**config.mk**
```make
export PLATFORM = sky130hd
export DESIGN_NAME = button_conditioner
export DESIGN_NICKNAME = d
export VERILOG_FILES = /design/src/rtl/button_conditioner.sv
export SDC_FILE = /design/constraint.sdc
export NUM_CORES = 1
export LEC_CHECK = 0
export BUFFER_PORTS_ARGS = -buffer_cell sky130_fd_sc_hd__buf_2
export CELL_PAD_IN_SITES_DETAIL_PLACEMENT = 0
export CELL_PAD_IN_SITES_GLOBAL_PLACEMENT = 1
export CORE_MARGIN = 8
export CORE_UTILIZATION = 53
export CTS_BUF_LIST = sky130_fd_sc_hd__clkbuf_8 sky130_fd_sc_hd__clkbuf_16
export DETAILED_ROUTE_END_ITERATION = 10
export PLACE_DENSITY_LB_ADDON = 0.1
export SYNTH_ARGS = -nofsm -noshare
export SYNTH_HDL_FRONTEND = slang
export SYNTH_SLANG_ARGS = --single-unit
```
**constraint.sdc**
```tcl
create_clock -name clk -period 4.8 [get_ports clk]
set_clock_uncertainty 0.1 [all_clocks]
set_input_delay 0.96 -clock clk [delete_from_list [all_inputs] [get_ports clk]]
set_output_delay 0.96 -clock clk [all_outputs]
set_load 0.005 [all_outputs]
```
**src/rtl/button_conditioner.sv**
```systemverilog
// rtl/button_conditioner.sv - synchronise, debounce and edge-detect push-button and DIP inputs
// Optional hold-to-autorepeat of press pulses: define BUTTON_CONDITIONER_AUTOREPEAT_EN.
module button_conditioner #(
    parameter int NUM_BTN          = 6,
    parameter int CLK_HZ           = 50_000_000,
    parameter int DEBOUNCE_MS      = 20,
    parameter bit ACTIVE_LOW       = 1'b1,
    parameter int REPEAT_DELAY_MS  = 500,
    parameter int REPEAT_PERIOD_MS = 100
) (
    input  logic               clk,
    input  logic               rst,
    input  logic [NUM_BTN-1:0] btn_raw_i,
    output logic [NUM_BTN-1:0] btn_level_o,
    output logic [NUM_BTN-1:0] btn_press_o,
    output logic [NUM_BTN-1:0] btn_release_o
);

    localparam int CYC_PER_MS = CLK_HZ / 1000;
    localparam int DB_CYCLES  = CYC_PER_MS * DEBOUNCE_MS;
    localparam int CNT_W      = $clog2(DB_CYCLES);
    localparam logic [CNT_W-1:0] DB_LAST = CNT_W'(DB_CYCLES - 1);

    // A one-cycle debounce window cannot reject any glitch.
    if (DB_CYCLES < 2) begin : g_db_check
        $error("button_conditioner: DB_CYCLES must be at least 2");
    end

    // Negative repeat timings are meaningless in every build.
    if (REPEAT_DELAY_MS < 0 || REPEAT_PERIOD_MS < 0) begin : g_rpt_sign_check
        $error("button_conditioner: REPEAT_*_MS must be non-negative");
    end

    // Normalise polarity so everything downstream sees 1 = pressed.
    logic [NUM_BTN-1:0] pol_in;
    assign pol_in = ACTIVE_LOW ? ~btn_raw_i : btn_raw_i;

    logic [NUM_BTN-1:0] sync1_q;
    logic [NUM_BTN-1:0] sync2_q;

    // Two-flop metastability synchroniser, nothing between the stages.
    always_ff @(posedge clk or negedge rst) begin
        if (!rst) begin
            sync1_q <= '0;
            sync2_q <= '0;
        end else begin
            sync1_q <= pol_in;
            sync2_q <= sync1_q;
        end
    end

    logic [NUM_BTN-1:0]            level_q;
    logic [NUM_BTN-1:0]            level_d;
    logic [NUM_BTN-1:0][CNT_W-1:0] db_cnt_q;
    logic [NUM_BTN-1:0][CNT_W-1:0] db_cnt_d;
    logic [NUM_BTN-1:0]            rise;
    logic [NUM_BTN-1:0]            fall;
    logic [NUM_BTN-1:0]            rpt_fire;

    // Debounce: count consecutive samples that disagree with the level; any agreeing sample restarts.
    always_comb begin
        level_d  = level_q;
        db_cnt_d = db_cnt_q;
        rise     = '0;
        fall     = '0;
        for (int i = 0; i < NUM_BTN; i++) begin
            if (sync2_q[i] == level_q[i]) begin
                db_cnt_d[i] = '0;
            end else if (db_cnt_q[i] == DB_LAST) begin
                level_d[i]  = sync2_q[i];
                db_cnt_d[i] = '0;
                rise[i]     = sync2_q[i];
                fall[i]     = ~sync2_q[i];
            end else begin
                db_cnt_d[i] = db_cnt_q[i] + CNT_W'(1);
            end
        end
    end

    // Debounce state registers.
    always_ff @(posedge clk or negedge rst) begin
        if (!rst) begin
            level_q  <= '0;
            db_cnt_q <= '0;
        end else begin
            level_q  <= level_d;
            db_cnt_q <= db_cnt_d;
        end
    end

`ifdef BUTTON_CONDITIONER_AUTOREPEAT_EN
    localparam int RPT_DELAY_CYC  = CYC_PER_MS * REPEAT_DELAY_MS;
    localparam int RPT_PERIOD_CYC = CYC_PER_MS * REPEAT_PERIOD_MS;
    localparam int RPT_MAX        = (RPT_DELAY_CYC > RPT_PERIOD_CYC) ? RPT_DELAY_CYC : RPT_PERIOD_CYC;
    localparam int RPT_W          = $clog2(RPT_MAX + 1);
    localparam logic [RPT_W-1:0] RPT_DELAY_LAST  = RPT_W'(RPT_DELAY_CYC - 1);
    localparam logic [RPT_W-1:0] RPT_PERIOD_LAST = RPT_W'(RPT_PERIOD_CYC - 1);

    // Zero-length repeat intervals would make the counter compare against -1.
    if (RPT_DELAY_CYC < 1 || RPT_PERIOD_CYC < 1) begin : g_rpt_check
        $error("button_conditioner: repeat delay and period must be at least one clock");
    end

    typedef enum logic [1:0] {
        RPT_IDLE   = 2'd0,
        RPT_DELAY  = 2'd1,
        RPT_PERIOD = 2'd2
    } rpt_state_e;

    rpt_state_e                    rpt_state_q [NUM_BTN];
    rpt_state_e                    rpt_state_d [NUM_BTN];
    logic [NUM_BTN-1:0][RPT_W-1:0] rpt_cnt_q;
    logic [NUM_BTN-1:0][RPT_W-1:0] rpt_cnt_d;

    // Repeat FSM state register: one small FSM and counter per channel.
    always_ff @(posedge clk or negedge rst) begin
        if (!rst) begin
            for (int i = 0; i < NUM_BTN; i++) begin
                rpt_state_q[i] <= RPT_IDLE;
            end
            rpt_cnt_q <= '0;
        end else begin
            rpt_state_q <= rpt_state_d;
            rpt_cnt_q   <= rpt_cnt_d;
        end
    end

    // Repeat next state: restart on every debounced press, wait the initial delay, then cycle the period.
    always_comb begin
        rpt_state_d = rpt_state_q;
        rpt_cnt_d   = rpt_cnt_q;
        for (int i = 0; i < NUM_BTN; i++) begin
            if (rise[i]) begin
                rpt_state_d[i] = RPT_DELAY;
                rpt_cnt_d[i]   = '0;
            end else if (fall[i] || !level_q[i]) begin
                rpt_state_d[i] = RPT_IDLE;
                rpt_cnt_d[i]   = '0;
            end else begin
                case (rpt_state_q[i])
                    RPT_DELAY: begin
                        if (rpt_cnt_q[i] == RPT_DELAY_LAST) begin
                            rpt_state_d[i] = RPT_PERIOD;
                            rpt_cnt_d[i]   = '0;
                        end else begin
                            rpt_cnt_d[i] = rpt_cnt_q[i] + RPT_W'(1);
                        end
                    end
                    RPT_PERIOD: begin
                        if (rpt_cnt_q[i] == RPT_PERIOD_LAST) begin
                            rpt_cnt_d[i] = '0;
                        end else begin
                            rpt_cnt_d[i] = rpt_cnt_q[i] + RPT_W'(1);
                        end
                    end
                    default: begin
                        rpt_state_d[i] = RPT_IDLE;
                        rpt_cnt_d[i]   = '0;
                    end
                endcase
            end
        end
    end

    // Repeat output: fire at the end of each interval while held; a same-edge release suppresses it.
    always_comb begin
        rpt_fire = '0;
        for (int i = 0; i < NUM_BTN; i++) begin
            if (level_q[i] && !fall[i]) begin
                if (rpt_state_q[i] == RPT_DELAY && rpt_cnt_q[i] == RPT_DELAY_LAST) begin
                    rpt_fire[i] = 1'b1;
                end else if (rpt_state_q[i] == RPT_PERIOD && rpt_cnt_q[i] == RPT_PERIOD_LAST) begin
                    rpt_fire[i] = 1'b1;
                end
            end
        end
    end
`else
    assign rpt_fire = '0;
`endif

    logic [NUM_BTN-1:0] press_q;
    logic [NUM_BTN-1:0] release_q;

    // Registered one-cycle pulses aligned with the level update.
    always_ff @(posedge clk or negedge rst) begin
        if (!rst) begin
            press_q   <= '0;
            release_q <= '0;
        end else begin
            press_q   <= rise | rpt_fire;
            release_q <= fall;
        end
    end

    assign btn_level_o   = level_q;
    assign btn_press_o   = press_q;
    assign btn_release_o = release_q;

endmodule
```
# After elaboration in Yosys (flattened, before gate mapping)
# Index checks and enable logic that the tools add are counted.
# classes
bitwise,13
order_cmp,0
n_reduce_logical,6
shifts,0
n_eq_ne,12
n_addsub,6
mux,36
div,0
n_mul,0
# ops
op,n
$mux 20,12
$add 20x1->20 const B,6
$eq 20x20->1 const B,6
$mux 1,24
$not 1->1,12
$reduce_and 2->1,6
$eq 1x1->1,6
$not 6->6,1
# word_totals
in_bits,8
mem_bits_rw,0
output_inout_bits,18
register_bits,150
mem_bits_ro,0
n_memories,0
latchBits,0
wordCells,89

# Longest topological paths before layout
# depth
ltp_word,3
mapped_depth,6
ltp_nobuf,5

# Worst setup path before layout
# No wires, ideal clock.
# synth_path
path_type,register to register
from,register db_cnt_q[30] (netlist name)
to,"register level_q[1], in the netlist btn_level_o[1]"
path_buffers,0
period_less_slack_ns,2.198
path_slack_ns,2.602
setup_ns,0.125
required_ns,4.575
arrival_time_ns,1.973
stages_incl_launch_ff,5
cell_sequence,dfrtp_1 or4b_1 or4_4 or2_4 mux2_4
# synth_via
elab_chain_len,2
# synth_lines
item,line_no,source
"start, declared",54,logic [NUM_BTN-1:0][CNT_W-1:0] db_cnt_q;
"start signal, assigned",87,db_cnt_q <= db_cnt_d;
$eq 20x20->1,69,end else if (db_cnt_q[i] == DB_LAST) begin
$reduce_and 2->1 (no source line),n/a,
"end signal, assigned",86,level_q <= level_d;
"end, declared",52,logic [NUM_BTN-1:0] level_q;
# Every way passes these cells.
# A chain may end at the register's enable or synchronous reset.

==> run summary <==
status - finished clean
Sink Count - 150
CTS tree - yes
Placer Congestion - 0.796
die area - 17100 um2
GRT Resource Usage Total - 0.171
Seq/Total Area, Yosys - 0.538
Max VDD drop - 316 uV
diode count - 0
CTS buffer count - 17
Avg WL per Cell - 14.5 um
Non-Filler Instances - 910
Placed Cells - 880
Ports - 26
CP Launch Type - register
nets@finish - 737
Highest Clock Rate - 404 MHz
# setup viols final - 0
global-route wire length before repair - 23200 um
final worst setup slack - 2.33 ns
Die W - 131 um
Yosys cell types - 44
Worst EP required - 4.97 ns
WP data arrival - 2.65 ns
Crit Path Max Fanout - 19
EDFF count, synth - 0
setup TNS - 0 ns
H-Tree Depth - 4
worst r2r src - db_cnt_q[107]
shortest period the worst path allows - 2.47 ns
Clk Latency, worst-skew pair - 0.42 ns
relative slew slack - 0.434
1st-iter DRT viols - 398
Post-synth ARST share - 1.00
DR pass1 iterations - 4
max-slew violations - 0
Starting Density - 0.536
Critical Path Source - db_cnt_q[107]
drt via density - 5.52
clk slew on worst S/H paths - 0.06 ns
WL final - 13200 um
Synth Register Bits - 150
CTS Root Cell - clkbuf_16
element type at the critical path end - register
synthesized area - 6980 um2
core area - 13000 um2
Layout Area Growth over Synthesis - 13.2%
Syn. warnings - 0
Core Rows - 42
Synth Flop Type - dfrtp_1
global route overflow - 0
Mapped Cells - 687
MaxCap Viol Count - 0
Hold Path Class - reg -> reg
Worst Hold Launch - sync1_q[2]
vias in the first global route - 4968
share of the cycle needed by the critical path after routing - 0.515
syn nets - 701
Setup CP Type - reg -> reg
# hold bufs at CTS - 0
Post-DP HPWL - 8800 um
remaining antenna violation count - 0
Port Buffers - 25
Residual DRC - 0
PD cells - 341 nW/um2
Hold Vio Cnt, Final - 0
CTS Buffer Depth - 2
RSZ-0062 raised after global routing - false
Post-CTS Resized - 0
via count - 5024
largest net degree at the start of global routing - 98
number of antenna violations at the first check in global routing - 0
pre-CTS WS - 2.33 ns
layout cells sized above 1 - 0.109
setup repair bufs after CTS - 0
Pleak - 3.24 nW
actual slew at the worst max-slew pin - 0.850 ns
syn avg cell area - 10.2 um2
Die Y - 131 um
==> through the flow <==
step | util | hold slack (ns) | power (W) | area [um2]
floorplan | - | 0.231 | 0.00135 | 6980
global placement | 0.561 | 0.233 | 0.00140 | 7310
detailed placement | 0.561 | 0.235 | 0.00140 | 7310
CTS | 0.606 | 0.247 | 0.00273 | 7900
global route | 0.606 | 0.260 | 0.00280 | 7900
finish | 0.606 | 0.246 | 0.00269 | 7900
==> where the power goes <==
group          switching (W)  internal [W]  leakage (nW)
Combinational      0.0000512     0.0000204         0.883
Clock               0.000488      0.000832         0.298
Sequential         0.0000181       0.00128          2.05
==> cell type report <==
cell class | instances | area (um2)
fillers | 1151 | 5130
flip-flops and latches | 150 | 3750
multi-input cells | 493 | 3050
clock buffers | 19 | 453
well taps | 176 | 220
repair buffers | 30 | 169
clock inverters | 11 | 136
inverters | 31 | 116
==> cell families (layout without fill, tap and decap cells) <==
| kind of cell | count (synthesis) | in the layout | synth area share |
|---|---|---|---|
| and+or+nand+nor | 328 | 328 | 0.251 |
| DFF | 150 | 150 | 0.538 |
| xor gates and xnor gates | 79 | 79 | 0.0991 |
| AOI/OAI and AO/OA | 72 | 72 | 0.0629 |
| buffers and inverters | 44 | 91 | 0.0253 |
| muxes | 8 | 8 | 0.0131 |
| adders and majority gates | 6 | 6 | 0.0108 |
==> worst paths after layout <==
check	endpoint	slack, ns	cells after the start
worst max-delay path	db_cnt_q[105]	2.33	4
worst min-delay path	sync2_q[2]	0.25	0
worst max register to register	db_cnt_q[105]	2.33	4
worst min register to register	sync2_q[2]	0.25	0
max in group asynchronous	db_cnt_q[87]	3.11	2
min in group asynchronous	db_cnt_q[111]	0.51	1
==> layer usage <==
layer | track usage | up-vias | share of wire
li1 | - | 2499 | -
met1 | 0.229 | 2451 | 0.50
met2 | 0.258 | 58 | 0.46
met3 | 0.0475 | 16 | 0.029
met4 | 0.0702 | 0 | 0.014
met5 | 0 | - | 0
==> sequential cells by signal, indices dropped and copies added, names as in the netlist <==
| register | flops |
|---|---|
| sync2_q | 6 |
| sync1_q | 6 |
| btn_level_o | 6 |
| btn_press_o | 6 |
| btn_release_o | 6 |
| db_cnt_q | 120 |
==> worst max-delay path, cell delays in order (launching register included) <==
cell     delay (ns)
dfrtp_1        0.41
or4b_1         0.51
or4_4          0.53
o21ai_2        0.63
nor2_1         0.14
==> synthesized netlist by cell type, types with 3 or more instances <==
cell type    n  share of area
a21oi_1     31          0.022
nand3_1     45          0.032
ha_1         6          0.011
clkbuf_1     6         0.0032
o21ai_0     17          0.012
buf_2        6         0.0043
nand2_1     31          0.017
xor2_1      24          0.030
and4_1       3         0.0038
and2_1       4         0.0036
or4b_1       4         0.0057
mux2_2       5         0.0081
dfrtp_1    150           0.54
nor3b_1     12          0.013
nor4_1      14          0.013
nor3_1      26          0.019
or2_2        7         0.0063
or4_1       24          0.026
inv_1       31          0.017
or3_1       17          0.015
xnor2_1     55          0.069
and3_1      14          0.013
o31ai_1     13          0.014
nor2_1      93          0.050
nand4_1     22          0.020
==> cells in the final DEF (no fill, tap or decap), types with 3 or more instances in the layout <==
cell / n
clkbuf_16: 17
bufinv_16: 3
or4_1: 24
nand4_1: 22
nor4_1: 14
or2_2: 7
xnor2_1: 55
nand2_1: 31
and3_1: 14
or4b_1: 4
ha_1: 6
mux2_2: 5
or3_1: 17
buf_2: 24
inv_1: 34
nor2_1: 93
nor3b_1: 12
xor2_1: 24
nor3_1: 26
buf_4: 5
and4_1: 3
o31ai_1: 13
o21ai_0: 17
a21oi_1: 31
dfrtp_1: 150
nand3_1: 45
and2_1: 4
Power figures use the tool's default switching activity.
